==> src/rtl/sample_packetizer_pkg.sv <==
// Shared framing definitions for the sample packetizer and its FTDI writer.
// Checksum framing is selected by the TEACHEE_PKT_CHECKSUM_EN macro.
package teachee_pkg;

    typedef enum logic [2:0] {
        IDLE = 3'd0,
        SYNC = 3'd1,
        SEQ  = 3'd2,
        DATA = 3'd3,
        CSUM = 3'd4
    } pkt_state_t;

    localparam int         SAMPLE_WIDTH = 16;
    localparam logic [7:0] PKT_SYNC     = 8'hA5;

    // Big-endian byte pick from one channel word: hi selects bits [15:8].
    function automatic logic [7:0] word_byte(input logic [SAMPLE_WIDTH-1:0] w, input logic hi);
        return hi ? w[15:8] : w[7:0];
    endfunction

endpackage

==> src/rtl/sample_packetizer_if.sv <==
// Sample-strobe input and valid/ready byte stream between source, packetizer and FTDI writer.
// valid/ready: a byte moves on a cycle where out_valid && out_ready; out_data/out_valid hold while stalled.
interface sample_packetizer_if #(
    parameter int NUM_CHANNELS = 2
);
    logic [teachee_pkg::SAMPLE_WIDTH*NUM_CHANNELS-1:0] sample_data;
    logic                                              sample_valid;
    logic                                              sample_ready;
    logic [7:0]                                        out_data;
    logic                                              out_valid;
    logic                                              out_ready;

    modport slave (
        input  sample_data, sample_valid, out_ready,
        output sample_ready, out_data, out_valid
    );

    modport master (
        output sample_data, sample_valid, out_ready,
        input  sample_ready, out_data, out_valid
    );
endinterface

==> src/rtl/sample_packetizer_sat_counter.sv <==
// Saturating up-counter with synchronous active-high reset; holds at all-ones.
module sat_counter #(
    parameter int WIDTH = 16
) (
    input  logic             clk,
    input  logic             rst,
    input  logic             i_inc,
    output logic [WIDTH-1:0] o_count
);
    logic [WIDTH-1:0] r_count;

    always_ff @(posedge clk) begin
        if (rst) begin
            r_count <= '0;
        end else if (i_inc && (r_count != '1)) begin
            r_count <= r_count + 1'b1;
        end else begin
            r_count <= r_count;
        end
    end

    assign o_count = r_count;
endmodule

==> src/rtl/sample_packetizer.sv <==
// Frames one multi-channel ADC sample into SYNC/seq/big-endian-data[/checksum] bytes.
// Define TEACHEE_PKT_CHECKSUM_EN to append the 8-bit modular checksum byte.
module sample_packetizer
    import teachee_pkg::*;
#(
    parameter int         NUM_CHANNELS = 2,
    parameter logic [7:0] SYNC_BYTE    = PKT_SYNC
) (
    input  logic                ftdiclk,
    input  logic                reset,
    sample_packetizer_if.slave  bus,
    output logic [15:0]         drop_count,
    output pkt_state_t          o_dbg_state
);
    localparam int         DW       = SAMPLE_WIDTH * NUM_CHANNELS;
    localparam logic [3:0] LAST_IDX = 4'(2 * NUM_CHANNELS - 1);

    pkt_state_t        r_state, w_state_nxt;
    logic [3:0]        r_idx, w_idx_nxt;
    logic [DW-1:0]     r_hold, w_hold_nxt;
    logic [7:0]        r_seq, w_seq_nxt;
    logic [7:0]        r_out_data, w_out_data_nxt;
    logic              r_out_valid;
    logic              w_fire, w_last, w_accept, w_drop;
    logic [15:0]       w_word;
    logic [7:0]        w_data_byte;

    assign w_fire = r_out_valid && bus.out_ready;

`ifdef TEACHEE_PKT_CHECKSUM_EN
    logic [7:0] r_csum, w_csum_nxt;
    assign w_last = w_fire && (r_state == CSUM);
`else
    assign w_last = w_fire && (r_state == DATA) && (r_idx == LAST_IDX);
`endif

    // A new sample may be taken while idle or as the final byte leaves.
    assign bus.sample_ready = (r_state == IDLE) || w_last;
    assign w_accept         = bus.sample_valid && bus.sample_ready;
    assign w_drop           = bus.sample_valid && !bus.sample_ready;
    assign w_hold_nxt       = w_accept ? bus.sample_data : r_hold;
    assign w_seq_nxt        = w_last ? (r_seq + 8'd1) : r_seq;

    always_comb begin
        w_state_nxt = r_state;
        w_idx_nxt   = r_idx;
        case (r_state)
            IDLE: if (w_accept) w_state_nxt = SYNC;
            SYNC: if (w_fire) w_state_nxt = SEQ;
            SEQ: begin
                if (w_fire) begin
                    w_state_nxt = DATA;
                    w_idx_nxt   = '0;
                end
            end
            DATA: begin
                if (w_fire) begin
                    if (r_idx == LAST_IDX) begin
`ifdef TEACHEE_PKT_CHECKSUM_EN
                        w_state_nxt = CSUM;
`else
                        w_state_nxt = w_accept ? SYNC : IDLE;
`endif
                    end else begin
                        w_idx_nxt = r_idx + 4'd1;
                    end
                end
            end
            CSUM: begin
`ifdef TEACHEE_PKT_CHECKSUM_EN
                if (w_fire) w_state_nxt = w_accept ? SYNC : IDLE;
`else
                w_state_nxt = IDLE;
`endif
            end
            default: w_state_nxt = IDLE;
        endcase
    end

    // Channel word for the byte about to be presented; idx[3:1] is the channel.
    always_comb begin
        w_word = '0;
        for (int k = 0; k < NUM_CHANNELS; k++) begin
            if (w_idx_nxt[3:1] == 3'(k)) begin
                w_word = w_hold_nxt[k*SAMPLE_WIDTH +: SAMPLE_WIDTH];
            end
        end
        w_data_byte = word_byte(w_word, !w_idx_nxt[0]);
    end

`ifdef TEACHEE_PKT_CHECKSUM_EN
    always_comb begin
        w_csum_nxt = r_csum;
        if ((w_state_nxt == SYNC) && (r_state != SYNC)) begin
            w_csum_nxt = '0;
        end else if (w_fire && ((r_state == SEQ) || (r_state == DATA))) begin
            w_csum_nxt = r_csum + r_out_data;
        end
    end

    always_ff @(posedge ftdiclk) begin
        if (reset) begin
            r_csum <= '0;
        end else begin
            r_csum <= w_csum_nxt;
        end
    end
`endif

    always_comb begin
        w_out_data_nxt = '0;
        case (w_state_nxt)
            SYNC: w_out_data_nxt = SYNC_BYTE;
            SEQ:  w_out_data_nxt = w_seq_nxt;
            DATA: w_out_data_nxt = w_data_byte;
`ifdef TEACHEE_PKT_CHECKSUM_EN
            CSUM: w_out_data_nxt = w_csum_nxt;
`endif
            default: w_out_data_nxt = '0;
        endcase
    end

    always_ff @(posedge ftdiclk) begin
        if (reset) begin
            r_state     <= IDLE;
            r_idx       <= '0;
            r_hold      <= '0;
            r_seq       <= '0;
            r_out_data  <= '0;
            r_out_valid <= 1'b0;
        end else begin
            r_state     <= w_state_nxt;
            r_idx       <= w_idx_nxt;
            r_hold      <= w_hold_nxt;
            r_seq       <= w_seq_nxt;
            r_out_data  <= w_out_data_nxt;
            r_out_valid <= (w_state_nxt != IDLE);
        end
    end

    sat_counter #(.WIDTH(16)) u_drop_cnt (
        .clk     (ftdiclk),
        .rst     (reset),
        .i_inc   (w_drop),
        .o_count (drop_count)
    );

    assign bus.out_data  = r_out_data;
    assign bus.out_valid = r_out_valid;
    assign o_dbg_state   = r_state;
endmodule

==> src/flat_wrapper.sv <==
// flat-port wrapper written by rule: the top's interface ports become plain ports
module sample_packetizer_flat import teachee_pkg::*;
#(
    parameter int         NUM_CHANNELS = 2,
    parameter logic [7:0] SYNC_BYTE    = PKT_SYNC
)
  (ftdiclk, reset, drop_count, o_dbg_state, bus_sample_data, bus_sample_valid, bus_out_ready, bus_sample_ready, bus_out_data, bus_out_valid);
  sample_packetizer_if #(.NUM_CHANNELS(NUM_CHANNELS)) bus_i ();
  input  logic ftdiclk;
  input  logic reset;
  output logic [15:0] drop_count;
  output pkt_state_t o_dbg_state;
  input wire logic [$bits(bus_i.sample_data)-1:0] bus_sample_data;
  input wire logic [$bits(bus_i.sample_valid)-1:0] bus_sample_valid;
  input wire logic [$bits(bus_i.out_ready)-1:0] bus_out_ready;
  output wire logic [$bits(bus_i.sample_ready)-1:0] bus_sample_ready;
  output wire logic [$bits(bus_i.out_data)-1:0] bus_out_data;
  output wire logic [$bits(bus_i.out_valid)-1:0] bus_out_valid;
  assign bus_i.sample_data = bus_sample_data;
  assign bus_i.sample_valid = bus_sample_valid;
  assign bus_i.out_ready = bus_out_ready;
  assign bus_sample_ready = bus_i.sample_ready;
  assign bus_out_data = bus_i.out_data;
  assign bus_out_valid = bus_i.out_valid;
  sample_packetizer #(.NUM_CHANNELS(NUM_CHANNELS), .SYNC_BYTE(SYNC_BYTE)) u_core (.ftdiclk(ftdiclk), .reset(reset), .bus(bus_i), .drop_count(drop_count), .o_dbg_state(o_dbg_state));
endmodule
==> config.mk <==
export PLATFORM = sky130hd
export DESIGN_NAME = sample_packetizer_flat
export DESIGN_NICKNAME = d
export VERILOG_FILES = /design/src/rtl/sample_packetizer_pkg.sv /design/src/rtl/sample_packetizer_if.sv /design/src/rtl/sample_packetizer_sat_counter.sv /design/src/rtl/sample_packetizer.sv /design/src/flat_wrapper.sv
export SDC_FILE = /design/constraint.sdc
export NUM_CORES = 1
export LEC_CHECK = 0
export CAP_MARGIN = 20
export CORE_MARGIN = 5
export CORE_UTILIZATION = 48
export CTS_BUF_LIST = sky130_fd_sc_hd__clkbuf_8 sky130_fd_sc_hd__clkbuf_16
export DETAILED_ROUTE_END_ITERATION = 12
export GPL_TIMING_DRIVEN = 0
export PLACE_DENSITY_LB_ADDON = 0.2
export SYNTH_ARGS = -nofsm -noshare
export SYNTH_HDL_FRONTEND = slang
export SYNTH_SLANG_ARGS = --single-unit
==> constraint.sdc <==
create_clock -name ftdiclk -period 3.3 [get_ports ftdiclk]
set_input_delay 0.33 -clock ftdiclk [delete_from_list [all_inputs] [get_ports ftdiclk]]
set_output_delay 0.33 -clock ftdiclk [all_outputs]
set_load 0.02 [all_outputs]
==> summary.txt <==
Status
  – Status: completed

Logic synthesis
  – Synth Area in XOR/XNOR: 0.0482
  – Sequential cell area fraction in the yosys report: 0.417
  – Syn Std Cell Area: 3450 sq um
  – Area share of and/or/nand/nor cells after synthesis: 0.251
  – Most used DFF post-synth: dfxtp_1
  – Largest family of logic cells by synthesized area: simple AND/OR/NAND/NOR gates
  – Number of cells produced by synthesis: between 300 and 400
  – Area share of fa/ha/maj cells after synthesis: 0.0109
  – FFs w/ async S/R, synth: 0
  – Post-synthesis compound-gate area fraction: 0.137
  – Post-Syn Nets: 431
  – Number of enable flip-flop cells after synthesis: 0
  – Post-Syn Area per Cell: 8.81 sq um
  – YS warnings: 0
  – Post-synthesis cell type count: 68
  – Number of synthesized register bits: 72
  – Post-synthesis mux area share: 0.0858

Power
  – Cell area power density: 434 nW/um^2
  – Total design power: 1.93 mW
  – Highest ir drop seen on vdd: roughly 0.27 mV
  – Leakage power total: 1.70 nW

Floorplan
  – Die extent in y: 94.8 um
  – I/O pin count: 65
  – Area of the core: between 7000 and 8000 sq um
  – Initial cell density of the core: 0.484
  – Floorplan die width: 94.8 um
  – Die area: around 9000 sq um
  – Num rows: 31

STA
  – Period utilisation layout: 0.855
  – Setup repair after global routing missed its margin: no
  – Final setup fails: 0
  – Worst Tran Pin Value: 0.892 ns
  – Worst hold slack after final layout: around 0.46 ns
  – Worst clock skew: 0.00634 ns
  – Clock period minus worst slack: 2.82 ns
  – Final number of max-transition violations: 0
  – Accumulated negative setup slack: 0 ns
  – Final hold violations: 0
  – Maximum operating frequency: 354 MHz
  – Relative slew margins: 0.400

Clock network
  – Clk sinks: just over 70
  – Clock tree from TritonCTS: built
  – Clk pin slew, worst setup/hold paths: 0.08 ns
  – Number of post-CTS setup repair buffers: 0
  – Clock latency at the later pin of the worst-skew pair: 0.34 ns
  – Number of instances resized during post-cts repair: 0
  – Num CTS Buffers: 9
  – Number of buffers added to fix hold violations after cts: 0
  – Maximum count of clock buffers along a single path: 2
  – Deepest level of the CTS H-tree: 3
  – Clock Root Buffer: clkbuf_8

Global routing
  – Wire length of the first global-routing pass: around 14,000 um
  – Highest-utilization routing layer at the global route stage: met2
  – Initial antenna violation count: 0
  – Vias in the first global route: 2,989
  – Fraction of met2 tracks used by global routing: 0.312
  – Residual overflow from global routing: 0
  – Met1 usage: 0.268
  – Maximum number of pins on one net before global-route repair: 13
  – Global Route met3 Usage: 0.0526
  – Gr usage total: 0.205

Routing
  – Mean number of vias per cell: 5.53
  – Number of iterations in the first detailed-routing pass: 5
  – Antenna Nets Post-Route: 0
  – Number of design rule violations left after detail routing: 0
  – First-iteration detailed-routing DRC count: 210
  – Vias after detailed routing: 3,156
  – Average wire length per cell after detail routing: between 15 and 20 um
  – DRT Wirelength: just under 9000 um

Finish
  – Top library cells by usage in the layout, fill and taps aside: dfxtp_1, clkdlybuf4s50_1, nor2_1
  – Proportion of layout cells with a drive suffix above 1: 0.108
  – Number of fillers in the final layout: around 620
  – Most common library cell in the layout ignoring fill and taps: dfxtp_1
  – Area Overhead vs Synth: 28.8%
  – Final #Nets: roughly 500
  – Antenna Diode Count: 0

Setup path
  – Arrival time worst endpoint: 3.09 ns
  – Worst reg2reg path depth: 7
  – Worst flop-to-flop path startpoint: u_core.r_idx[0]
  – CP Capture Type: flop
  – Startpoint class of the critical path: flop
  – Origin of the worst setup path: u_core.r_idx[0]
  – Startpoint-to-endpoint class of the critical path: flop to flop
  – Required time reported for the critical path endpoint: 3.56 ns
  – Maximum fanout along the worst path: 9

Hold path
  – WHS Path Cells: 2
  – Worst hold path class: flop to flop
  – Origin of the worst min-delay path: u_core.r_hold[12]

Placed design
  – Input/output buffers: 63
  – Global placer's final weighted congestion: roughly 0.9
  – HPWL reported at the end of detailed placement: approximately 6600 um

Job
  – Max-Cap Viols: 0
power breakdown:
group	switching, mW	internal [mW]
clock	0.336	0.498
sequential	0.0126	0.893
combinational	0.0985	0.0923
kinds of logic after synthesis:
family	count (synthesis)
and+or+nand+nor	172
DFF	72
AOI/OAI and AO/OA	65
buffers and inverters	32
muxes	28
xor gates and xnor gates	19
adders and majority gates	3
other	1
worst max-delay path: stages (launching register included):
cell,delay [ns]
dfxtp_1,0.43
ha_1,0.32
nor3b_1,0.41
or4_4,0.22
nand2_2,0.16
nor4_1,0.78
nand3_1,0.28
o221ai_1,0.15
metal layers:
metal	wire, um	share of wire
met5	0	0
met4	272	0.030
met3	426	0.048
met2	4040	0.45
met1	4210	0.47
Yosys cell counts, types with 3 or more instances:
cell type,count,share of area
dfxtp_1,72,0.42
xor2_1,11,0.028
nand4_1,10,0.018
xnor2_1,8,0.020
a2111oi_0,3,0.0076
o221ai_1,10,0.025
nor2_1,60,0.065
clkbuf_1,10,0.011
o31ai_1,3,0.0065
clkbuf_8,3,0.012
or3_1,3,0.0054
nor3_1,5,0.0072
nand3_1,9,0.013
mux2_2,3,0.0098
ha_1,3,0.011
o211ai_1,3,0.0065
nand2_1,49,0.053
mux2i_1,24,0.070
a21oi_1,18,0.026
and3_1,6,0.011
buf_4,4,0.0087
nor4_1,3,0.0054
inv_1,11,0.012
o21ai_0,7,0.010
per-stage QoR:
step	area, sq um	worst slack (ns)	utilization	std cells
2_1_floorplan	3450	1.00	-	392
3_3_place_gp	4210	0.365	0.590	554
3_5_place_dp	4210	0.388	0.590	554
4_1_cts	4440	0.539	0.623	570
5_1_grt	4450	0.290	0.623	571
6_report	4450	0.478	0.623	571
sequential cells by signal, summed over array words and instances (netlist names):
name and flops:
u_core.r_hold 32, u_core.r_seq 8, u_core.u_drop_cnt.o_count 16, u_core.bus.out_data 8, u_core.bus.out_valid 1, u_core.o_dbg_state 3
u_core.r_idx 4
layout make-up:
cell class | instances | area [sq um] | share of cell area
flip-flops and latches | 72 | 1440 | 0.324
clock inverters | 7 | 111 | 0.0250
repair buffers | 64 | 636 | 0.143
inverters | 12 | 47.5 | 0.0107
well taps | 99 | 124 | 0.0278
multi-input cells | 288 | 1840 | 0.414
clock buffers | 9 | 124 | 0.0278
plain buffers | 20 | 124 | 0.0278
final timing paths:
kind	to	slack (ns)
setup / recovery	u_core.bus.out_data[3]	0.48
hold / removal	u_core.r_hold[12]	0.46
setup reg to reg	u_core.bus.out_data[3]	0.48
hold reg to reg	u_core.r_hold[12]	0.46
(Power assumes the default switching activity.)
